`config.mk`:
```
export PLATFORM = sky130hd
export DESIGN_NAME = store_align_buffer
export DESIGN_NICKNAME = d
export VERILOG_FILES = /design/src/rtl/store_align_buffer.sv
export SDC_FILE = /design/constraint.sdc
export NUM_CORES = 1
export LEC_CHECK = 0
export ABC_AREA = 1
export BUFFER_PORTS_ARGS = -buffer_cell sky130_fd_sc_hd__buf_4
export CAP_MARGIN = 25
export CELL_PAD_IN_SITES_DETAIL_PLACEMENT = 1
export CELL_PAD_IN_SITES_GLOBAL_PLACEMENT = 1
export CORE_UTILIZATION = 39
export DETAILED_ROUTE_END_ITERATION = 10
export PLACE_DENSITY_LB_ADDON = 0.1
export SLEW_MARGIN = 20
export SYNTH_ARGS = -nofsm -noshare
export SYNTH_HDL_FRONTEND = slang
export SYNTH_SLANG_ARGS = --single-unit
export TNS_END_PERCENT = 30
```
`constraint.sdc`:
```
create_clock -name i_clk -period 3.5 [get_ports i_clk]
set_clock_uncertainty 0.2 [all_clocks]
set_input_delay 0.7 -clock i_clk [delete_from_list [all_inputs] [get_ports i_clk]]
set_output_delay 0.7 -clock i_clk [all_outputs]
set_load 0.1 [all_outputs]
```
`src/rtl/store_align_buffer.sv`:
```
// Store path between core and data memory: lane alignment, byte strobes, illegal-store
// detection, a DEPTH-entry store FIFO drained over valid/ready, and load-after-store hazard.
module store_align_buffer #(
   parameter int XLEN   = 32,
   parameter int DEPTH  = 4,
   parameter int ADDR_W = 32
) (
   input  logic                       i_clk,
   input  logic                       i_reset,
   input  logic                       i_st_valid,
   output logic                       o_st_ready,
   input  logic [2:0]                 i_st_op,
   input  logic [ADDR_W-1:0]          i_st_addr,
   input  logic [XLEN-1:0]            i_st_data,
   output logic                       o_mem_valid,
   input  logic                       i_mem_ready,
   output logic [ADDR_W-1:0]          o_mem_addr,
   output logic [XLEN-1:0]            o_mem_wdata,
   output logic [XLEN/8-1:0]          o_mem_wstrb,
   input  logic [ADDR_W-1:0]          i_ld_addr,
   output logic                       o_ld_hazard,
   output logic                       o_misalign_err,
   output logic [ADDR_W-1:0]          o_err_addr,
   output logic [$clog2(DEPTH+1)-1:0] o_count
);

   localparam int NB = XLEN / 8;
   localparam int L  = $clog2(NB);
   localparam int PW = $clog2(DEPTH);
   localparam int CW = $clog2(DEPTH + 1);

   localparam logic [2:0]    OP_SB   = 3'b000;
   localparam logic [2:0]    OP_SH   = 3'b001;
   localparam logic [2:0]    OP_SW   = 3'b010;
   localparam logic [2:0]    OP_SD   = 3'b011;
   localparam logic [PW-1:0] PTR_ONE = PW'(1);
   localparam logic [CW-1:0] CNT_ONE = CW'(1);
   localparam logic [CW-1:0] CNT_MAX = CW'(DEPTH);

   logic [L-1:0]      w_lane;
   logic [NB-1:0]     w_base;
   logic [XLEN-1:0]   w_mask;
   logic [XLEN-1:0]   w_wdata;
   logic [NB-1:0]     w_wstrb;
   logic [ADDR_W-1:0] w_word_addr;
   logic              w_illegal;
   logic              w_accept;
   logic              w_push;
   logic              w_pop;
   logic              w_hazard;

   logic [ADDR_W-1:0] r_addr [DEPTH];
   logic [XLEN-1:0]   r_data [DEPTH];
   logic [NB-1:0]     r_strb [DEPTH];
   logic [DEPTH-1:0]  r_vld;
   logic [PW-1:0]     r_wr_ptr;
   logic [PW-1:0]     r_rd_ptr;
   logic [CW-1:0]     r_count;
   logic              r_err;
   logic [ADDR_W-1:0] r_err_addr;

   // Decode the store size into a strobe base and flag illegal ops / misalignment.
   always_comb begin
      w_base    = '0;
      w_illegal = 1'b0;
      case (i_st_op)
         OP_SB: begin
            w_base    = NB'(8'h01);
            w_illegal = 1'b0;
         end
         OP_SH: begin
            w_base    = NB'(8'h03);
            w_illegal = i_st_addr[0];
         end
         OP_SW: begin
            w_base    = NB'(8'h0F);
            w_illegal = (i_st_addr[1:0] != 2'b00);
         end
         OP_SD: begin
            w_base    = '1;
            w_illegal = (XLEN != 64) || (i_st_addr[2:0] != 3'b000);
         end
         default: begin
            w_base    = '0;
            w_illegal = 1'b1;
         end
      endcase
   end

   // Shift size-masked data and strobes into their byte lanes.
   always_comb begin
      w_mask = '0;
      for (int b = 0; b < NB; b++) begin
         w_mask[8*b +: 8] = {8{w_base[b]}};
      end
      w_lane      = i_st_addr[L-1:0];
      w_wdata     = (i_st_data & w_mask) << {w_lane, 3'b000};
      w_wstrb     = w_base << w_lane;
      w_word_addr = {i_st_addr[ADDR_W-1:L], {L{1'b0}}};
   end

   assign o_st_ready  = (r_count != CNT_MAX);
   assign o_mem_valid = (r_count != '0);
   assign w_accept    = i_st_valid && o_st_ready;
   assign w_push      = w_accept && !w_illegal;
   assign w_pop       = o_mem_valid && i_mem_ready;

   // FIFO storage, pointers, occupancy and the illegal-store error report.
   always_ff @(posedge i_clk) begin
      if (i_reset) begin
         for (int i = 0; i < DEPTH; i++) begin
            r_addr[i] <= '0;
            r_data[i] <= '0;
            r_strb[i] <= '0;
         end
         r_vld      <= '0;
         r_wr_ptr   <= '0;
         r_rd_ptr   <= '0;
         r_count    <= '0;
         r_err      <= 1'b0;
         r_err_addr <= '0;
      end else begin
         if (w_pop) begin
            r_vld[r_rd_ptr] <= 1'b0;
            r_rd_ptr        <= r_rd_ptr + PTR_ONE;
         end
         // Push slot never equals the pop slot: push needs non-full, pop needs non-empty.
         if (w_push) begin
            r_vld[r_wr_ptr]  <= 1'b1;
            r_addr[r_wr_ptr] <= w_word_addr;
            r_data[r_wr_ptr] <= w_wdata;
            r_strb[r_wr_ptr] <= w_wstrb;
            r_wr_ptr         <= r_wr_ptr + PTR_ONE;
         end
         case ({w_push, w_pop})
            2'b10:   r_count <= r_count + CNT_ONE;
            2'b01:   r_count <= r_count - CNT_ONE;
            default: r_count <= r_count;
         endcase
         r_err <= w_accept && w_illegal;
         if (w_accept && w_illegal) begin
            r_err_addr <= i_st_addr;
         end else begin
            r_err_addr <= r_err_addr;
         end
      end
   end

   // Word-granular match of the load address against every occupied entry.
   always_comb begin
      w_hazard = 1'b0;
      for (int i = 0; i < DEPTH; i++) begin
         if (r_vld[i] && ((r_addr[i] >> L) == (i_ld_addr >> L))) begin
            w_hazard = 1'b1;
         end else begin
            w_hazard = w_hazard;
         end
      end
   end

   assign o_ld_hazard    = w_hazard;
   assign o_mem_addr     = r_addr[r_rd_ptr];
   assign o_mem_wdata    = r_data[r_rd_ptr];
   assign o_mem_wstrb    = r_strb[r_rd_ptr];
   assign o_misalign_err = r_err;
   assign o_err_addr     = r_err_addr;
   assign o_count        = r_count;

endmodule
```
==> out/metrics.yaml <==
grt:
  grt_start_max_net_pins: 116
  track_usage: 0.2816
  antenna_found_initial: 1
  grt_pass1_wl_um: 84960
  grt-ovfl-total: 0
  grt_pass1_vias: 14057
detailed_routing:
  avgRoutedWirePerCell_um: 22.20
  drt_pass1_iterations: 5
  drtIter0Drc: 779
  final_antenna_net_count: 0
  via_per_inst: 5.328
  routed_wl_um: 57190
  drcViolationCount: 0
  vias: 13724
logic_synthesis:
  yosysTopAreaCell: "edfxtp_1"
  ys_types: 30
  synth_top_area_share: 0.5127
  yosys_warnings: 0
  synth_ff_type: "edfxtp_1"
  ys_ff_latch: 310
  avgSynthCellArea_um2: 8.408
  ys_seq_area_frac: 0.5723
  synthArstFlopShare: 0
  netlist_area_um2: 15460
  yosys-top-cells-area: "edfxtp_1 51%, nor2_1 11%, nand2_1 9.2%"
  synth_common_cells: "451 x nor2_1, 380 x nand2_1, 264 x edfxtp_1"
  synth_edf_count: 264
  synthCells: 1839
  yosysMostFrequentCell: "nor2_1"
power:
  p_int_mw: 7.691
  comb_power_share: 0.463
  power_density_nw_per_um2: 791.6
  swShare: 0.4854
  vdd_ir_drop_max_uv: 727.4
  p_switching_mw: 7.254
  leakage_nw: 8.222
  p_seq_frac: 0.292
  power_frac_clock: 0.245
floorplan:
  dieArea_um2: 40450
  design.portCount: 210
  core_um2: 38920
  start_util: 0.3973
  die_w_um: 201.1
  rows: 72
  chipHeight_um: 201.1
job:
  cap_violations: 0
clocking:
  cts_num_sinks: 310
  ctsResizeCount: 0
  postCtsHoldBufs: 0
  clk_pin_slew_worst_paths_ns: 0.06
  cts_inserted_buffers: 36
  post_cts_buffers: 0
  cts_root_buf: "clkbuf_16"
  clock_path_buffers: 3
  tritoncts: "done"
  clk_latency_ns: 0.55
  htree_levels: 2
setup_path:
  crit_arrival_ns: 2.50
  cp_cell_sequence: "buf_12 > nor2_1 > o21ai_0 > buf_4"
  worstSetupEndpointType: "output pin"
  critPathKind: "flip-flop to output pin"
  cp_slowest_cell: "o21ai_0"
  slowest_delay_ns: 0.55
  critical_path_peak_fanout: 115
  worstPathRequired_ns: 2.60
  startpoint_type: "flip-flop"
timing:
  hold_violations: 0
  period_needed_ns: 3.402
  final.setup.tns_ns: 0
  finalSetupViolations: 0
  rsz0062_at_grt: "false"
  slew_violations: 0
  max_clock_freq_ghz: 0.2939
  tightest_slew_ns: 0.8220
  max-slew-margin-rel: 0.4520
  holdWs_ns: 0.2206
  fin_crit_sh: 0.9721
place:
  portBuffers: 205
  finalWeightedCongestion: 0.9084
  dp_hpwl_um: 38970
finish:
  drive_gt1_frac: 0.1551
  syn_to_final_growth_pct: 22.10
  n_fill_cell: 4661
  nNetsFinal: 2143
outcome:
  status: "finished, final reports clean"
hold_path:
  hold_path_class: "input port to flip-flop"
## cells in the final DEF, fill, tap and decap left out, types with 2 or more instances in the layout
cell type	instances
clkinv_1	6
inv_6	2
o21ai_1	2
xor2_1	2
edfxtp_1	264
nand3_1	6
nand2_2	5
nand2_1	377
inv_1	184
clkbuf_16	36
ha_1	9
nand3_2	3
clkbuf_8	7
a22oi_1	10
clkinv_2	4
o21ai_0	216
a31oi_1	6
nand2_4	3
dfxtp_2	3
clkinvlp_4	2
nand4_2	3
dfxtp_1	42
buf_12	14
nor2_4	2
nor2_1	451
nor3_1	2
o22ai_1	54
clkbuf_1	9
a21oi_1	87
conb_1	2
inv_2	5
buf_4	225
xnor2_1	8
## power by group through the flow
stage | clock network (mW) | registers, mW | logic (mW)
4_1_cts | 3.73 | 4.36 | 6.94
6_report | 3.67 | 4.36 | 6.91
3_3_place_gp | 0 | 4.42 | 6.86
2_1_floorplan | 0 | 4.82 | 4.72
5_1_grt | 3.86 | 4.39 | 7.19
3_5_place_dp | 0 | 4.44 | 6.92
## layout make-up
type	instances	area (um^2)	share of cell area
inverter	192	729.5	0.03864
antenna	1	2.502	0.0001325
sequential	310	8856	0.4691
clock buffer	52	1031	0.05461
clock inverter	13	101.3	0.005368
tap	518	648.1	0.03433
timing repair buffer	239	1969	0.1043
multi-input combinational	1251	5542	0.2935
## worst paths after layout
path	start	endpoint	slack, ns	depth (start not counted)
setup / recovery	flip-flop	o_mem_addr[30]	0.1	4
hold / removal	i_reset	o_misalign_err	0.22	2
setup reg to reg	o_count[1]	r_data[0][23]	0.90	11
hold reg to reg	o_count[0]	o_count[0]	0.25	1
## through the flow
step | power [mW] | std cells | setup slack [ns] | util | instance area, um^2
2_1_floorplan | 9.538 | 1840 | -0.5076 | - | 15500
3_3_place_gp | 11.28 | 2510 | 0.4167 | 0.4559 | 17740
3_5_place_dp | 11.36 | 2510 | 0.3909 | 0.4559 | 17740
4_1_cts | 15.03 | 2575 | 0.05908 | 0.4850 | 18870
5_1_grt | 15.43 | 2575 | 0.04823 | 0.4851 | 18880
6_report | 14.95 | 2576 | 0.09780 | 0.4851 | 18880
## state kept, by name (all words and copies together) (netlist names), named ones only
name and flops:
o_misalign_err 1, r_wr_ptr 2, r_rd_ptr 2, o_count 3
o_err_addr 32, r_addr 120, r_data 128, r_vld 4
r_strb 16
## worst max-delay path: cells and delay by family, from the launching register on
family,cells,cell delay (ns)
compound gates,1,0.55
buf+inv,2,0.84
flops,1,0.38
simple gates,1,0.09
## routing by layer
metal / wire length [um] / track usage
met5: 17 / 0
met4: 1460 / 0.08670
met3: 3204 / 0.04130
met2: 27100 / 0.4602
met1: 25410 / 0.3858
## kinds of logic (layout without fill, tap and decap cells)
logic type      count (synthesis)  after routing  share of synthesized area
simple gates                  853            853                     0.2130
compound gates                376            376                     0.1282
flops                         310            310                     0.5723
buf+inv                       279            496                    0.07210
fa+ha+maj                      10             10                   0.008578
xor+xnor                       10             10                   0.005665
other cells                     1              3                  0.0002425
(Power assumes the default switching activity.)
